## config.mk

```make
export PLATFORM = sky130hd
export DESIGN_NAME = hdlc_tx_channel
export DESIGN_NICKNAME = d
export VERILOG_FILES = /design/src/rtl/hdlc_tx_channel.sv
export SDC_FILE = /design/constraint.sdc
export NUM_CORES = 1
export LEC_CHECK = 0
export ABC_AREA = 1
export CAP_MARGIN = 15
export CELL_PAD_IN_SITES_DETAIL_PLACEMENT = 2
export CELL_PAD_IN_SITES_GLOBAL_PLACEMENT = 2
export CORE_UTILIZATION = 28
export DETAILED_ROUTE_END_ITERATION = 10
export PLACE_DENSITY = 0.74
export SYNTH_ARGS = -nofsm -noshare
export SYNTH_HDL_FRONTEND = slang
export SYNTH_SLANG_ARGS = --single-unit
```

## constraint.sdc

```tcl
create_clock -name Clk -period 2.1 [get_ports Clk]
set_input_delay 0.525 -clock Clk [delete_from_list [all_inputs] [get_ports Clk]]
set_output_delay 0.525 -clock Clk [all_outputs]
set_load 0.05 [all_outputs]
```

## src/rtl/hdlc_tx_channel.sv

```systemverilog
// hdlc_tx_channel: bit-level HDLC transmitter (flags, zero insertion, FCS, abort, idle fill).
module hdlc_tx_channel (
  input  logic       Clk,
  input  logic       Rst,
  input  logic       Tx_Enable,
  input  logic       Tx_AbortFrame,
  input  logic       Tx_DataAvail,
  input  logic [7:0] Tx_Data,
  output logic       Tx_RdBuff,
  output logic       Tx,
  output logic       Tx_ValidFrame,
  output logic       Tx_Done,
  output logic       Tx_AbortedTrans
);

  typedef enum logic [2:0] {
    IDLE,
    START_FLAG,
    DATA,
    FCS,
    END_FLAG,
    ABORT
  } state_t;

  localparam logic [7:0] FLAG = 8'h7E;

  state_t      state_q, state_d;
  logic [3:0]  cnt_q, cnt_d;
  logic [7:0]  shift_q, shift_d;
  logic [7:0]  hold_q, hold_d;
  logic        hold_full_q, hold_full_d;
  logic        rd_pend_q, rd_pend_d;
  logic [15:0] crc_q, crc_d;
  logic [2:0]  ones_q, ones_d;
  logic        tx_q, tx_d;
  logic        done_q, done_d;
  logic        aborted_q, aborted_d;

  logic        active;
  logic        rd;
  logic        emit;
  logic        emit_bit;
  logic        emit_crc;
  logic [3:0]  nxt;

  function automatic logic [15:0] crc_step(input logic [15:0] c, input logic d);
    return {c[14:0], 1'b0} ^ ((d ^ c[15]) ? 16'h8005 : 16'h0000);
  endfunction

  // State register and datapath flops
  always_ff @(posedge Clk) begin
    if (Rst) begin
      state_q     <= IDLE;
      cnt_q       <= '0;
      shift_q     <= '0;
      hold_q      <= '0;
      hold_full_q <= 1'b0;
      rd_pend_q   <= 1'b0;
      crc_q       <= '0;
      ones_q      <= '0;
      tx_q        <= 1'b1;
      done_q      <= 1'b0;
      aborted_q   <= 1'b0;
    end else begin
      state_q     <= state_d;
      cnt_q       <= cnt_d;
      shift_q     <= shift_d;
      hold_q      <= hold_d;
      hold_full_q <= hold_full_d;
      rd_pend_q   <= rd_pend_d;
      crc_q       <= crc_d;
      ones_q      <= ones_d;
      tx_q        <= tx_d;
      done_q      <= done_d;
      aborted_q   <= aborted_d;
    end
  end

  // Next-state logic; registers describe the bit currently on the line,
  // so each branch computes the bit that goes out next.
  always_comb begin
    state_d     = state_q;
    cnt_d       = cnt_q;
    shift_d     = shift_q;
    hold_d      = hold_q;
    hold_full_d = hold_full_q;
    crc_d       = crc_q;
    ones_d      = ones_q;
    tx_d        = tx_q;
    done_d      = 1'b0;
    aborted_d   = aborted_q;
    emit        = 1'b0;
    emit_bit    = 1'b0;
    emit_crc    = 1'b0;
    nxt         = cnt_q + 4'd1;

    active = (state_q == START_FLAG) || (state_q == DATA) ||
             (state_q == FCS) || (state_q == END_FLAG);
    rd = ((state_q == START_FLAG) || (state_q == DATA)) &&
         !hold_full_q && !rd_pend_q && Tx_DataAvail;
    rd_pend_d = rd;

    if (rd_pend_q) begin
      hold_d      = Tx_Data;
      hold_full_d = 1'b1;
    end

    case (state_q)
      IDLE: begin
        tx_d        = 1'b1;
        hold_full_d = 1'b0;
        rd_pend_d   = 1'b0;
        if (Tx_Enable && Tx_DataAvail) begin
          state_d   = START_FLAG;
          cnt_d     = '0;
          tx_d      = FLAG[0];
          crc_d     = '0;
          ones_d    = '0;
          aborted_d = 1'b0;
        end
      end
      START_FLAG: begin
        if (cnt_q != 4'd7) begin
          cnt_d = nxt;
          tx_d  = FLAG[nxt[2:0]];
        end else begin
          state_d     = DATA;
          cnt_d       = '0;
          shift_d     = hold_q;
          hold_full_d = 1'b0;
          emit        = 1'b1;
          emit_bit    = hold_q[0];
          emit_crc    = 1'b1;
        end
      end
      DATA: begin
        if (ones_q == 3'd5) begin
          tx_d   = 1'b0;
          ones_d = '0;
        end else if (cnt_q != 4'd7) begin
          cnt_d    = nxt;
          shift_d  = shift_q >> 1;
          emit     = 1'b1;
          emit_bit = shift_q[1];
          emit_crc = 1'b1;
        end else if (hold_full_q) begin
          cnt_d       = '0;
          shift_d     = hold_q;
          hold_full_d = 1'b0;
          emit        = 1'b1;
          emit_bit    = hold_q[0];
          emit_crc    = 1'b1;
        end else if (rd_pend_q) begin
          // Read data arriving exactly at the boundary bypasses the holding register.
          cnt_d       = '0;
          shift_d     = Tx_Data;
          hold_full_d = 1'b0;
          emit        = 1'b1;
          emit_bit    = Tx_Data[0];
          emit_crc    = 1'b1;
        end else begin
          // Nothing buffered at the boundary: the data field ends here.
          state_d  = FCS;
          cnt_d    = '0;
          emit     = 1'b1;
          emit_bit = crc_q[15];
        end
      end
      FCS: begin
        if (ones_q == 3'd5) begin
          tx_d   = 1'b0;
          ones_d = '0;
        end else if (cnt_q != 4'd15) begin
          cnt_d    = nxt;
          crc_d    = {crc_q[14:0], 1'b0};
          emit     = 1'b1;
          emit_bit = crc_q[14];
        end else begin
          state_d = END_FLAG;
          cnt_d   = '0;
          tx_d    = FLAG[0];
          ones_d  = '0;
        end
      end
      END_FLAG: begin
        if (cnt_q != 4'd7) begin
          cnt_d = nxt;
          tx_d  = FLAG[nxt[2:0]];
        end else begin
          state_d = IDLE;
          cnt_d   = '0;
          tx_d    = 1'b1;
          done_d  = 1'b1;
        end
      end
      ABORT: begin
        tx_d = 1'b1;
        if (cnt_q != 4'd7) begin
          cnt_d = nxt;
        end else begin
          state_d = IDLE;
          cnt_d   = '0;
        end
      end
      default: begin
        state_d = IDLE;
        tx_d    = 1'b1;
      end
    endcase

    if (emit) begin
      tx_d   = emit_bit;
      ones_d = emit_bit ? (ones_q + 3'd1) : 3'd0;
      if (emit_crc) begin
        crc_d = crc_step(crc_q, emit_bit);
      end
    end

    // Abort overrides whatever the active state decided this cycle.
    if (active && Tx_AbortFrame) begin
      state_d     = ABORT;
      cnt_d       = '0;
      tx_d        = 1'b0;
      ones_d      = '0;
      done_d      = 1'b0;
      aborted_d   = 1'b1;
      hold_full_d = 1'b0;
      rd_pend_d   = 1'b0;
    end
  end

  assign Tx              = tx_q;
  assign Tx_RdBuff       = rd;
  assign Tx_ValidFrame   = active;
  assign Tx_Done         = done_q;
  assign Tx_AbortedTrans = aborted_q;

endmodule

```

# Word level (Yosys, flattened, before mapping)
# Memory sizes are Yosys's and may differ from the RTL's.
# Cells that the tools add are included.
# W data, S select, Z words.
[word_totals]
romBits = 8
mem_count = 1
word_cells = 155
output_inout_bits = 5
reg_bits = 47
in_bits = 13
[memory_table]
columns = ["memory", "depth", "word_bits", "read_ports", "rd_ports_with_merged_regs", "write_ports", "line_no", "source"]
rows = [
  ["(name not given)", 8, 1, 1, 0, 0, "188", "tx_d = FLAG[nxt[2:0]];"],
]
[op_classes]
eq_ne = 33
mux = 75
add_sub_neg = 2
magnitude_cmp = 1
reduce_logical = 28
bitwise = 3
[ops]
columns = ["operator", "n"]
rows = [
  ["$mux W16", 6],
  ["$mux W3", 16],
  ["$mux W8", 5],
  ["$mux W1", 33],
  ["$pmux W16 S2", 1],
  ["$ne A3 B2 Y1 const B", 9],
  ["$mux W4", 5],
  ["$ne A2 B2 Y1 const B", 9],
  ["$reduce_and A9 Y1", 2],
  ["$pmux W4 S4", 1],
  ["$pmux W8 S2", 1],
  ["$xor A16 B16 Y16", 1],
  ["$pmux W3 S5", 1],
  ["$reduce_and A4 Y1", 3],
  ["$eq A3 B3 Y1 const B", 3],
  ["$pmux W1 S3", 3],
  ["$pmux W3 S3", 1],
  ["$reduce_or A3 Y1", 3],
  ["$ne A4 B2 Y1 const B", 2],
  ["$ne A4 B3 Y1 const B", 2],
  ["$ne A4 B4 Y1 const B", 2],
  ["$reduce_bool A4 Y1", 2],
  ["$eq A3 B2 Y1 const B", 2],
  ["$ne A3 B3 Y1 const B", 2],
  ["17 further kinds", 27],
]

# Logic depth before layout (Yosys ltp)
[logic_depth]
depth_word = 10
ltp_mapped = 13
mapped_depth_nobuf = 13

# Worst setup path before layout
# OpenSTA, ideal clock, no wires.
[synth_path]
path_kind = "reg-to-output"
startpoint = "register state_q[2]"
endpoint = "output port Tx_RdBuff"
n_path_buf = 1
path_stages_with_launch = 7
slack_ns = 0.428
t_required_ns = 1.575
arrival_ns = 1.147
cell_sequence = "dfxtp_1 > buf_4 > nor2_4 > nand2_4 > nand2_2 > nand3_1 > inv_1"
[synth_between]
elab_chain_cells = 5
word_cells_on_any_way = 6
classes_between = "eq/ne (2); reduce/logical (4)"
[synth_lines]
columns = ["item", "line_no", "source"]
rows = [
  ["from (decl)", "27", "state_t state_q, state_d;"],
  ["from (signal assigned)", "65", "state_q <= state_d;"],
  ["$eq A3 B1 Y1 or $eq A3 B2 Y1 (tied branches)", "99", "rd = ((state_q == START_FLAG) || (state_q == DATA)) &&"],
  ["$logic_or A1 B1 Y1 (*)", "99", ""],
  ["$logic_and A1 B1 Y1 (*)", "99", ""],
  ["$logic_and A1 B1 Y1 (*) (2 in series)", "100", "!hold_full_q && !rd_pend_q && Tx_DataAvail;"],
  ["to (decl)", "9", "output logic Tx_RdBuff,"],
]
# Every way passes the cells marked *; elsewhere a longest branch is shown, timed or not.

# Final worst setup path
[layout_path]
startpoint = "register state_q[0]"
endpoint = "output port Tx_ValidFrame"
[layout_between]
elab_chain_cells = 4
word_cells_on_any_way = 7
classes_between = "eq/ne (4); reduce/logical (3)"
[layout_lines]
columns = ["item", "line_no", "source"]
rows = [
  ["$eq A3 B1 Y1 or $eq A3 B2 Y1 (tied branches)", "97", "active = (state_q == START_FLAG) || (state_q == DATA) ||"],
  ["$logic_or A1 B1 Y1 (2 in series)", "97", ""],
  ["$logic_or A1 B1 Y1 (*)", "98", "(state_q == FCS) || (state_q == END_FLAG);"],
  ["to (decl)", "11", "output logic Tx_ValidFrame,"],
]
# Marks and branches as above.

==> reports/qor.yml <==
yosys_warnings: 0
worst_r2r_startpoint: "cnt_q[1]"
drc: 0
synth_top_area_cell: "dfxtp_1"
die_h_microns: 93.6
dp_hpwl_microns: 5080
core-area_sq_um: 8180
p_sw_mw: 1.60
vias_per_cell: 4.92
vias: 2292
async_flop_share_pct: 0
critPathCaptureType: "output pin"
drtAntennaViolNets: 0
syn_nets: 355
holdWs_ps: 462
period_share_pct: 94.5
numCtsBuffers: 5
clk_pin_slew_ps: 90
slew_headroom_pct: 67.1
finalNetCount: 376
post-route-util_pct: 33.9
pwr-share-clk_pct: 19.1
synthCells: 339
pwr-share-seq_pct: 32.3
synth_top_cell_area_share_pct: 39.2
swShare_pct: 45.1
critPathKind: "flip-flop to output pin"
grt-ovfl-total: 0
synth_most_common_cell: "nand2_1"
outcome: "completed"
firstDrtPassIters: 4
place.gp.congestion: 0.855
worstHoldStart: "hold_q[7]"
synth-seq-area-share_pct: 39.2
cts_buffer_depth: 2
htree_levels: 2
max_freq_ghz: 0.504
grt_use_total_pct: 16.9
port_buffers: 17
ys_top_cells_by_count: "nand2_1 (75), dfxtp_1 (46), inv_1 (34)"
die_w_microns: 93.6
peakVddDrop_v: 0.000328
synth_area_leaders: "dfxtp_1 (39%), nand2_1 (12%), o21ai_0 (7.0%)"
holdPathStages: 2
clk_latency_ps: 310
min_period_ps: 1990
setup_viol: 0
p_leak_nw: 1.14
wire_per_inst_microns: 14.7
power.density_nw_per_um2: 1280
combPwrFrac_pct: 48.6
syn_area_sq_um: 2350
grt_antenna_before_repair: 0
synth_top_flop_cell: "dfxtp_1"
pin_count: 18
first_iter_violations: 38
tritoncts: "built"
slew_viol_final: 0
root_buffer: "clkbuf_8"
clkSinkCount: 46
die_area_sq_um: 8760
min_path_type: "flip-flop to flip-flop"
drive_above_1_share_pct: 12.7
diodes: 0
timing_hold_violations_final: 0
synth-edff-count: 0
crit_arrival_ps: 1460
std_cell_rows: 33
synthToLayoutAreaGrowth_pct: 17.8
startpoint: "state_q[0]"
start_util_pct: 28.7
yosysUniqueCellTypes: 34
p_int_mw: 1.94
worst_pin_slew_ps: 491
drv_cap: 0
ys_ff_latch: 46
path_max_fanout: 6
required_ps: 1570
drt-total-wl_microns: 6840
syn_area_per_cell_sq_um: 6.93
skew_ps: 11.3
grt_max_degree: 19
startpoint_type: "flip-flop"
r2r_cells: 12
grt_pass1_wl_microns: 11500
grt_pass1_vias: 2398
## metrics by stage
step,setup TNS [ps],std cells,instance area [sq um],setup WS [ps],total power [mW]
after floorplan,0,339,2350,428,2.36
after global routing,-0.0357,466,2770,-0.0357,3.82
after global placement,0,456,2650,157,2.84
final,0,466,2770,115,3.54
after CTS,0,464,2750,41.5,3.58
after detailed placement,0,456,2650,87.3,2.89
## metal layers
layer / vias to the layer above / track usage [%] / routed length [microns]
li1: 1151 / - / -
met1: 1113 / 20.6 / 3220
met2: 21 / 30.6 / 3400
met3: 7 / 2.20 / 126
met4: 0 / 5.38 / 93
met5: - / 0 / 0
## worst paths after layout
check             endpoint  slack, ps
max          Tx_ValidFrame        110
min reg2reg      hold_q[7]        460
max reg2reg      crc_q[15]        200
min              hold_q[7]        460
## power by group through the flow
stage          logic [mW]  clock network [mW]  registers, mW
3_5_place_dp         1.73                   0           1.16
6_report             1.72               0.676           1.14
2_1_floorplan        1.21                   0           1.15
3_3_place_gp         1.69                   0           1.16
5_1_grt              1.93               0.730           1.16
4_1_cts              1.75               0.695           1.14
## cells by family after synthesis
logic type                 synth area share, %
xor gates and xnor gates                 0.746
DFF                                       39.2
AOI/OAI and AO/OA                         17.4
buffers and inverters                     9.96
and+or+nand+nor                           31.1
adders and majority gates                 1.60
## layout by cell type, fill, tap and decap left out, types with 3 or more instances in the layout
cell | netlist | final
buf_4 | 2 | 9
o21ai_0 | 33 | 33
a21oi_1 | 29 | 29
inv_2 | 4 | 4
dfxtp_1 | 46 | 44
nand4_1 | 4 | 4
ha_1 | 3 | 3
nand2_2 | 8 | 8
nor2_4 | 3 | 3
clkdlybuf4s50_1 | 0 | 15
nand3_1 | 29 | 29
nor2_1 | 30 | 30
inv_1 | 34 | 34
clkbuf_8 | 0 | 5
nand2_1 | 75 | 75
nor2_2 | 4 | 4
## sequential cells by signal (all words and copies together), names as in the netlist
register and cells:
crc_q 16, Tx_AbortedTrans 1, state_q 3, hold_full_q 1, Tx 1, rd_pend_q 1
Tx_Done 1, shift_q 7, ones_q 3, cnt_q 4, hold_q 8
## critical path: stages (launching register included)
cell,delay (ps)
dfxtp_1,500
nor2_4,80
nand2_4,110
nand2_2,100
inv_2,80
nand3_2,110
buf_12,180
## cell type report
type	instances	area, sq um
inverters	41	155
fillers	999	5410
well taps	105	131
flip-flops and latches	46	923
clock inverters	1	30.0
clock buffers	7	76.3
repair buffers	26	258
multi-input cells	240	1190
## what timing repair did
item,CTS,global route
gates cloned,0,0
pin swaps,0,1
resized for setup,1,1
endpoints found under the setup margin,1,22
hold buffers,0,0
setup buffers,0,2
No activity file was read; power rests on OpenSTA's default activity.
